===== src/rtl/atm_pkg.sv =====
// Shared types and constants for the ATM controller: FSM state encoding and
// active-low seven-segment codes in {g,f,e,d,c,b,a} order.
package atm_pkg;

    typedef enum logic [2:0] {
        ST_IDLE   = 3'd0,
        ST_PASS   = 3'd1,
        ST_MENU   = 3'd2,
        ST_MONEY  = 3'd3,
        ST_PW_OLD = 3'd4,
        ST_PW_NEW = 3'd5,
        ST_LOCK   = 3'd6
    } state_e;

    localparam logic [6:0] SEG_0     = 7'b1000000;
    localparam logic [6:0] SEG_1     = 7'b1111001;
    localparam logic [6:0] SEG_2     = 7'b0100100;
    localparam logic [6:0] SEG_3     = 7'b0110000;
    localparam logic [6:0] SEG_4     = 7'b0011001;
    localparam logic [6:0] SEG_5     = 7'b0010010;
    localparam logic [6:0] SEG_6     = 7'b0000010;
    localparam logic [6:0] SEG_7     = 7'b1111000;
    localparam logic [6:0] SEG_8     = 7'b0000000;
    localparam logic [6:0] SEG_9     = 7'b0010000;
    localparam logic [6:0] SEG_BLANK = 7'b1111111;

    // Codes 10..15 have no glyph and show as blank.
    function automatic logic [6:0] seg_code(input logic [3:0] val);
        case (val)
            4'd0:    return SEG_0;
            4'd1:    return SEG_1;
            4'd2:    return SEG_2;
            4'd3:    return SEG_3;
            4'd4:    return SEG_4;
            4'd5:    return SEG_5;
            4'd6:    return SEG_6;
            4'd7:    return SEG_7;
            4'd8:    return SEG_8;
            4'd9:    return SEG_9;
            default: return SEG_BLANK;
        endcase
    endfunction

endpackage


===== src/rtl/atm_seg7_dec.sv =====
// Decimal digit to active-low seven-segment code, with a forced-blank input.
module atm_seg7_dec
    import atm_pkg::*;
(
    input  logic [3:0] val_i,
    input  logic       blank_i,
    output logic [6:0] seg_o
);

    assign seg_o = blank_i ? SEG_BLANK : seg_code(val_i);

endmodule


===== src/rtl/atm.sv =====
// Single-account ATM controller: button-driven FSM with PIN check, deposit,
// withdraw, PIN change and timed lockouts; LED state display and 4-digit 7-seg.
module atm
    import atm_pkg::*;
#(
    parameter int unsigned LOCK_LONG_CYCLES  = 500_000_000,
    parameter int unsigned LOCK_SHORT_CYCLES = 250_000_000
) (
    input  logic       clk,
    input  logic       rst,
    input  logic       BTN3,
    input  logic       BTN2,
    input  logic       BTN1,
    input  logic [3:0] SW,
    output logic [7:0] LED,
    output logic [6:0] digit4,
    output logic [6:0] digit3,
    output logic [6:0] digit2,
    output logic [6:0] digit1
);

    // Counter is loaded with N-1 so the lock lasts exactly N clocks.
    localparam logic [31:0] LONG_LOAD  = 32'(LOCK_LONG_CYCLES - 1);
    localparam logic [31:0] SHORT_LOAD = 32'(LOCK_SHORT_CYCLES - 1);

    state_e      state_q, state_d;
    state_e      ret_q, ret_d;
    logic [3:0]  pin_q, pin_d;
    logic [7:0]  bal_q, bal_d;
    logic [1:0]  att_q, att_d;
    logic [31:0] cnt_q, cnt_d;
    logic        long_q, long_d;
    logic [2:0]  prev_q;

    logic [2:0]  btn;
    logic [2:0]  press;
    logic        p1, p2, p3;
    logic [8:0]  dep_sum;
    logic        pin_ok;
    logic        last_try;

    assign btn      = {BTN3, BTN2, BTN1};
    assign press    = btn & ~prev_q;
    assign p1       = press[0];
    assign p2       = press[1] & ~press[0];
    assign p3       = press[2] & ~press[1] & ~press[0];
    assign dep_sum  = {1'b0, bal_q} + {5'b0_0000, SW};
    assign pin_ok   = (SW == pin_q);
    assign last_try = (att_q == 2'd2);

    always_comb begin
        state_d = state_q;
        ret_d   = ret_q;
        pin_d   = pin_q;
        bal_d   = bal_q;
        att_d   = att_q;
        cnt_d   = cnt_q;
        long_d  = long_q;
        case (state_q)
            ST_IDLE: begin
                if (p3) state_d = ST_PASS;
            end
            ST_PASS: begin
                if (p1) begin
                    state_d = ST_IDLE;
                    att_d   = 2'd0;
                end else if (p3) begin
                    if (pin_ok) begin
                        state_d = ST_MENU;
                        att_d   = 2'd0;
                    end else begin
                        att_d = att_q + 2'd1;
                        if (last_try) begin
                            state_d = ST_LOCK;
                            cnt_d   = LONG_LOAD;
                            ret_d   = ST_IDLE;
                            long_d  = 1'b1;
                        end
                    end
                end
            end
            ST_MENU: begin
                if (p1)      state_d = ST_IDLE;
                else if (p2) state_d = ST_PW_OLD;
                else if (p3) state_d = ST_MONEY;
            end
            ST_MONEY: begin
                if (p1) begin
                    state_d = ST_MENU;
                end else if (p2) begin
                    if ({4'b0000, SW} <= bal_q) begin
                        bal_d = bal_q - {4'b0000, SW};
                    end else begin
                        state_d = ST_LOCK;
                        cnt_d   = SHORT_LOAD;
                        ret_d   = ST_MONEY;
                        long_d  = 1'b0;
                    end
                end else if (p3) begin
                    if (!dep_sum[8]) bal_d = dep_sum[7:0];
                end
            end
            ST_PW_OLD: begin
                if (p1) begin
                    state_d = ST_MENU;
                end else if (p3) begin
                    if (pin_ok) begin
                        state_d = ST_PW_NEW;
                        att_d   = 2'd0;
                    end else begin
                        att_d = att_q + 2'd1;
                        if (last_try) begin
                            state_d = ST_LOCK;
                            cnt_d   = LONG_LOAD;
                            ret_d   = ST_IDLE;
                            long_d  = 1'b1;
                        end
                    end
                end
            end
            ST_PW_NEW: begin
                if (p1) begin
                    state_d = ST_MENU;
                end else if (p3) begin
                    pin_d   = SW;
                    state_d = ST_MENU;
                end
            end
            ST_LOCK: begin
                if (cnt_q == 32'd0) begin
                    state_d = ret_q;
                    if (ret_q == ST_IDLE) att_d = 2'd0;
                end else begin
                    cnt_d = cnt_q - 32'd1;
                end
            end
            default: state_d = ST_IDLE;
        endcase
    end

    always_ff @(posedge clk or negedge rst) begin
        if (!rst) begin
            state_q <= ST_IDLE;
            ret_q   <= ST_IDLE;
            pin_q   <= 4'b0000;
            bal_q   <= 8'd0;
            att_q   <= 2'd0;
            cnt_q   <= 32'd0;
            long_q  <= 1'b0;
            prev_q  <= 3'b000;
        end else begin
            state_q <= state_d;
            ret_q   <= ret_d;
            pin_q   <= pin_d;
            bal_q   <= bal_d;
            att_q   <= att_d;
            cnt_q   <= cnt_d;
            long_q  <= long_d;
            prev_q  <= btn;
        end
    end

    always_comb begin
        LED = 8'b0000_0000;
        case (state_q)
            ST_IDLE:   LED[0] = 1'b1;
            ST_PASS:   LED[1] = 1'b1;
            ST_MENU:   LED[2] = 1'b1;
            ST_MONEY:  LED[3] = 1'b1;
            ST_PW_OLD: LED[4] = 1'b1;
            ST_PW_NEW: LED[5] = 1'b1;
            ST_LOCK:   LED[6] = 1'b1;
            default:   LED    = 8'b0000_0000;
        endcase
        LED[7] = (state_q == ST_LOCK) && long_q;
    end

    logic       show_att, show_bal;
    logic [3:0] hund, tens, units;

    assign show_att = (state_q == ST_PASS) || (state_q == ST_PW_OLD) || (state_q == ST_LOCK);
    assign show_bal = (state_q == ST_MENU) || (state_q == ST_MONEY);
    assign hund     = 4'(bal_q / 8'd100);
    assign tens     = 4'((bal_q / 8'd10) % 8'd10);
    assign units    = 4'(bal_q % 8'd10);

    atm_seg7_dec u_dig4 (.val_i({2'b00, att_q}), .blank_i(!show_att), .seg_o(digit4));
    atm_seg7_dec u_dig3 (.val_i(hund),           .blank_i(!show_bal), .seg_o(digit3));
    atm_seg7_dec u_dig2 (.val_i(tens),           .blank_i(!show_bal), .seg_o(digit2));
    atm_seg7_dec u_dig1 (.val_i(units),          .blank_i(!show_bal), .seg_o(digit1));

endmodule


===== config.mk =====
export PLATFORM = sky130hd
export DESIGN_NAME = atm
export DESIGN_NICKNAME = d
export VERILOG_FILES = /design/src/rtl/atm_pkg.sv /design/src/rtl/atm_seg7_dec.sv /design/src/rtl/atm.sv
export SDC_FILE = /design/constraint.sdc
export NUM_CORES = 1
export LEC_CHECK = 0
export BUFFER_PORTS_ARGS = -buffer_cell sky130_fd_sc_hd__buf_2
export CAP_MARGIN = 20
export CORE_MARGIN = 5
export CORE_UTILIZATION = 55
export DETAILED_ROUTE_END_ITERATION = 6
export PLACE_DENSITY = 0.79
export SYNTH_ARGS = -nofsm -noshare
export SYNTH_HDL_FRONTEND = slang
export SYNTH_SLANG_ARGS = --single-unit

===== constraint.sdc =====
create_clock -name clk -period 7.45 [get_ports clk]
set_input_delay 1.1175 -clock clk [delete_from_list [all_inputs] [get_ports clk]]
set_output_delay 1.1175 -clock clk [all_outputs]
set_load 0.005 [all_outputs]

==> flow_summary.yaml, run 1 <==
clock_tree:
  cts-root-buf: "clkbuf_8"
  tritoncts: "yes"
  clock_latency_ns: 0.31
  cts_resized: 0
  postCtsSetupRepairBufs: 0
  cts.path.max_buffers: 2
  numCtsBuffers: 5
  clock-sinks: 54
  hold_buffers: 0
  htree_levels: 2
  clkSlewWorstSetupHoldPaths_ns: 0.11
logic_synthesis:
  yosysWarnings: 0
  seq_area_frac_synth: 0.270
  synth_cell_type_count: 84
  synth-edff-count: 0
  syn_avg_cell_area_um2: 7.87
  synth_cells: 636
  syn-num-nets: 673
  async_reset_ff_frac: 1.00
  syn_area_um2: 5010
  ys.flop_type: "dfrtp_1"
  synth_seq_cells: 54
timing:
  finClkSkew_ns: 0.0198
  setup_viol: 0
  fin_crit_sh: 0.782
  rsz0062_at_grt: "false"
  clock.fmax_ghz: 0.172
  relSlewSlack: 0.342
  final-max-slew-violation-count: 0
  fin_setup_tns_ns: 0
  tightest_slew_ns: 0.985
  fin_ws_ns: 1.63
  hold_ws_ns: 0.490
  fin_crit_ns: 5.82
  finalHoldViolCount: 0
final_layout:
  final_common_cell: "nor2_1"
  fin_util: 0.605
  finalInstanceArea_um2: 5320
  final_cell_mix: "nor2_1, dfrtp_1, o21ai_0, nand2_1"
  areaGrowthSynthToFinish_pct: 6.35
  nets: 693
  n_antenna_cell: 0
  layout-drive-gt1-share: 0.139
  fin_cells: 765
power:
  leakagePower_nw: 2.22
  finalPower_mw: 2.59
  power_density_nw_per_um2: 487
  vdd_drop_max_uv: 243
placement:
  dp_cells: 757
  postPlaceCellArea_um2: 5230
  portBuffers: 44
  gp_congestion: 0.950
  place_hpwl_mm: 8.90
  post-place-ws_ns: 2.03
worst_setup_path:
  path_max_fanout: 29
  cp_data_required_time_ns: 6.33
  arrival_ns: 4.71
  criticalPathCategory: "flip-flop to output port"
  rrSetupSlack_ns: 3.56
  startpoint: "bal_q[5]"
  r2r-start: "state_q[1]"
  cp-end-kind: "output port"
  critPathLaunchType: "flip-flop"
floorplan:
  dieArea_um2: 11100
  coreArea_um2: 8810
  die_h_um: 105
  die_width_um: 105
  initial_core_util: 0.568
  row_count: 34
  io_pins: 45
job:
  max_cap_violations: 0
drt:
  met1_length_mm: 5.46
  first_pass_iters: 6
  wl_met3_um: 614
  met2RoutedLength_mm: 5.99
  totalWireLength_mm: 12.2
  drt_iter0_drc: 398
  wire_per_inst_um: 15.9
  ant_nets: 0
  top_layer: "met4"
  drcViolationCount: 0
  vias: 4818
  viasPerCell: 6.30
outcome:
  run_status: "completed"
grt:
  grt_usage: 0.219
  grt_pass1_vias: 4457
  antenna_found_initial: 0
  grt_remaining_overflow: 0
  grt_pass1_wl_mm: 21.1
  grt_max_degree: 55
worst_hold_path:
  hp-class: "flip-flop to flip-flop"
  holdCritStartpoint: "cnt_q[31]"
[critical path, stage by stage, from the launching register on]
cell and delay [ns]:
dfrtp_1 0.90, xnor2_1 0.25, a221o_2 0.42, nand2_8 0.13
ha_1 0.18, inv_1 0.06, or3b_1 0.41, a21oi_2 0.14
nor2_1 0.05, nor3_1 0.15, a21oi_1 0.07, ha_1 0.32
nor4_1 0.31, a211oi_1 0.09, and2_1 0.29, and3_1 0.23
a211oi_1 0.25, buf_2 0.16
[power by group]
| part | internal (mW) | switching, mW | total, mW |
|---|---|---|---|
| combinational | 0.727 | 1.05 | 1.78 |
| clock | 0.0769 | 0.102 | 0.178 |
| sequential | 0.408 | 0.224 | 0.632 |
[flip-flops by register name, indices dropped and copies added (netlist names)]
register,cells
att_q,2
bal_q,8
cnt_q,32
long_q,1
pin_q,4
prev_q,3
ret_q,1
state_q,3
[layout make-up]
type	instances	area [µm²]
inverters	33	129
fillers	761	3480
clock buffers	6	82.6
well taps	108	135
multi-input cells	513	3350
clock inverters	2	16.3
flip-flops and latches	54	1350
repair buffers	49	258
[cell families (layout without fill, tap and decap cells)]
group | count (synthesis) | after routing | synth area share
AND/OR/NAND/NOR | 251 | 251 | 0.257
AO/OA/AOI/OAI | 205 | 205 | 0.285
buffers and inverters | 69 | 90 | 0.0605
flip-flops | 54 | 54 | 0.270
adder cells (fa/ha/maj) | 28 | 28 | 0.0730
XOR/XNOR | 18 | 18 | 0.0315
multiplexers | 11 | 11 | 0.0235
[path summary, 6_finish.rpt]
check                             to  cells past startpoint
max in group asynchronous   cnt_q[6]                      2
min reg2reg                cnt_q[31]                      1
min                        cnt_q[31]                      1
max                        digit2[5]                     17
max reg2reg                 bal_q[7]                      8
min in group asynchronous  cnt_q[17]                      2
[per-layer routing]
layer	global-route usage	up-vias
li1	-	2363
met1	0.306	2272
met2	0.370	169
met3	0.0232	14
met4	0.0394	0
met5	0	-
[synthesized netlist by cell type, drive strengths merged, types with 4 or more instances]
master	instances	area share
o21ai	52	0.052
nor3	30	0.031
a311oi	4	0.010
xor2	10	0.017
or2	5	0.0062
and2	5	0.0067
mux2	6	0.013
nor3b	4	0.0070
o22ai	4	0.0050
nor2b	7	0.0087
clkbuf	17	0.013
a211oi	9	0.013
inv	31	0.024
o31ai	7	0.010
and3	6	0.0075
mux2i	5	0.010
nor2	89	0.067
nand3b	4	0.0060
o22a	6	0.010
nor4	12	0.018
ha	26	0.065
nand2b	15	0.019
a41oi	6	0.010
a31oi	13	0.016
buf	19	0.022
nand4	4	0.0050
xnor2	8	0.014
o311ai	5	0.0087
a21o	5	0.0075
dfrtp	54	0.27
o2111a	4	0.0090
nor4b	4	0.011
a21oi	47	0.052
nand2	46	0.038
o21bai	8	0.012
nand3	11	0.011
o21a	5	0.0075
(Power assumes the default switching activity.)
==> run 2, diff against run 1 <==
- ABC_AREA: unset -> 1
- clock period: 7.45 -> 6 ns (I/O delays scaled with it)
==> run 2 against run 1 <==
Register-to-register slack worse by 1.1 ns. Synthesized cell count up 5.3%. Critical path depth up 11. Worst hold slack better by 0.027 ns.
==> flow_summary.yaml, run 2 <==
worst_setup_path:
  cp_data_required_time_ns: 5.10
  cpMostUsedCell: "nand2_2"
  path_delay_family: "simple AND/OR/NAND/NOR gates"
  criticalPathCategory: "flip-flop to output port"
  critPathLaunchType: "flip-flop"
  critPathMaxStageDelay_ns: 0.49
  crit_buf_inv: 5
  slowest_stage: "dfrtp_1"
  arrival_ns: 3.75
  cp-end-kind: "output port"
  path_max_fanout: 11
grt:
  antenna_found_initial: 0
  grt_usage: 0.213
  grt_max_degree: 55
  grt_pass1_wl_mm: 18.4
  grt_pass1_vias: 4075
  grt_remaining_overflow: 0
placement:
  gp_congestion: 0.926
  portBuffers: 44
  post-place-ws_ns: 1.72
  place_hpwl_mm: 8.03
timing:
  fin_setup_tns_ns: 0
  fin_crit_sh: 0.776
  final-max-slew-violation-count: 0
  setup_viol: 0
  tightest_slew_ns: 0.696
  rsz0062_at_grt: "false"
  relSlewSlack: 0.533
  clock.fmax_ghz: 0.215
  finClkSkew_ns: 0.0188
  hold_ws_ns: 0.517
  finalHoldViolCount: 0
  fin_crit_ns: 4.65
  fin_ws_ns: 1.35
logic_synthesis:
  synth_cells: 670
  syn_area_um2: 4620
  yosysWarnings: 0
  synth_most_common_cell: "nand2_1"
  syn-num-nets: 707
  async_reset_ff_frac: 1.00
  seq_area_frac_synth: 0.292
  syn_avg_cell_area_um2: 6.90
  yosys.area.top_type: "dfrtp_1"
  synth-edff-count: 0
  synth_cell_type_count: 46
  synth_seq_cells: 54
  yosys-top-cells-area: "dfrtp_1, nand2_1, inv_1"
  yosys.area.top_type_share: 0.292
  synth_common_cells: "nand2_1, inv_1, nor2_1"
  ys.flop_type: "dfrtp_1"
clock_tree:
  hold_buffers: 0
  clkSlewWorstSetupHoldPaths_ns: 0.10
  htree_levels: 2
  clock-sinks: 54
  cts_resized: 0
  postCtsSetupRepairBufs: 0
  tritoncts: "yes"
  cts.path.max_buffers: 2
  cts-root-buf: "clkbuf_8"
  clock_latency_ns: 0.32
  numCtsBuffers: 5
floorplan:
  io_pins: 45
  row_count: 33
  initial_core_util: 0.562
  dieArea_um2: 10300
  coreArea_um2: 8220
  die_width_um: 102
  die_h_um: 102
final_layout:
  layout-drive-gt1-share: 0.167
  largest_register_ffs: 32
  final_cell_mix: "nand2_1, inv_1, nor2_1, o21ai_0, dfrtp_1"
  regMostFlops: "cnt_q"
  areaGrowthSynthToFinish_pct: 8.83
  top_regs: "cnt_q x32, bal_q x8, pin_q x4"
  final_common_cell: "nand2_1"
  n_antenna_cell: 0
  fin_util: 0.612
  nets: 748
drt:
  drcViolationCount: 0
  ant_nets: 0
  wire_per_inst_um: 12.8
  first_pass_iters: 5
  totalWireLength_mm: 10.5
  viasPerCell: 5.39
  drt_iter0_drc: 255
  vias: 4400
outcome:
  run_status: "completed"
worst_hold_path:
  hp-class: "flip-flop to flip-flop"
job:
  max_cap_violations: 0
[run 2: changes by cell type in the layout (fill, tap and decap cells not counted), sizes merged, moves of 6 or more]
cell    delta
nand3     +39
nand2     +95
o22a       -6
o21bai     -6
nor2b      -7
a21oi     -18
nand2b    -15
o21ai     +12
a211oi     -7
inv       +82
nor4       -6
nor2      -13
[run 2: worst min-delay path: stages (launching register included)]
cell	delay, ns
dfrtp_1	0.37
nand2_1	0.05
o21ai_0	0.06
[run 2: layout make-up]
class	instances	area, µm²
multi-input combinational	487	2740
clock inverter	3	48.8
inverter	115	437
timing repair buffer	48	250
fill	736	3190
clock buffer	5	68.8
tap	105	131
sequential	54	1350
[run 2: cell families after synthesis]
family | Yosys count | share of synthesized area
DFF | 54 | 0.292
buffers and inverters | 129 | 0.114
AOI/OAI and AO/OA | 120 | 0.151
adders and majority gates | 28 | 0.0791
and+or+nand+nor | 317 | 0.318
xor gates and xnor gates | 18 | 0.0357
muxes | 4 | 0.00948
[run 2: worst paths after layout]
kind	slack (ns)	endpoint	depth (start not counted)	start
min	0.52	pin_q[2]	2	pin_q[2]
max	1.35	digit2[3]	28	bal_q[4]
min in group asynchronous	0.68	cnt_q[11]	2	rst
max reg2reg	2.43	cnt_q[8]	20	cnt_q[0]
min reg2reg	0.52	pin_q[2]	2	pin_q[2]
max in group asynchronous	4.84	cnt_q[19]	2	rst
[run 2: through the flow]
step	instance area [µm²]	instances
2_1_floorplan	4620	670
3_3_place_gp	4910	809
3_5_place_dp	4910	809
4_1_cts	5030	817
5_1_grt	5030	817
6_report	5030	817
[run 2: routing by layer]
layer  routed length [µm]  vias to the layer above  GRT usage  part of all wire
met3                  450                       13     0.0275             0.043
met2                 4820                      118      0.343              0.46
met5                    0                        -          0                 0
met4                  142                        0     0.0501             0.014
li1                     -                     2253          -                 -
met1                 5080                     2016      0.304              0.48
Power of run 2 is left out: the tool's default activity adds up to more than one toggle a clock period on the data nets, which glitch-free logic cannot reach.
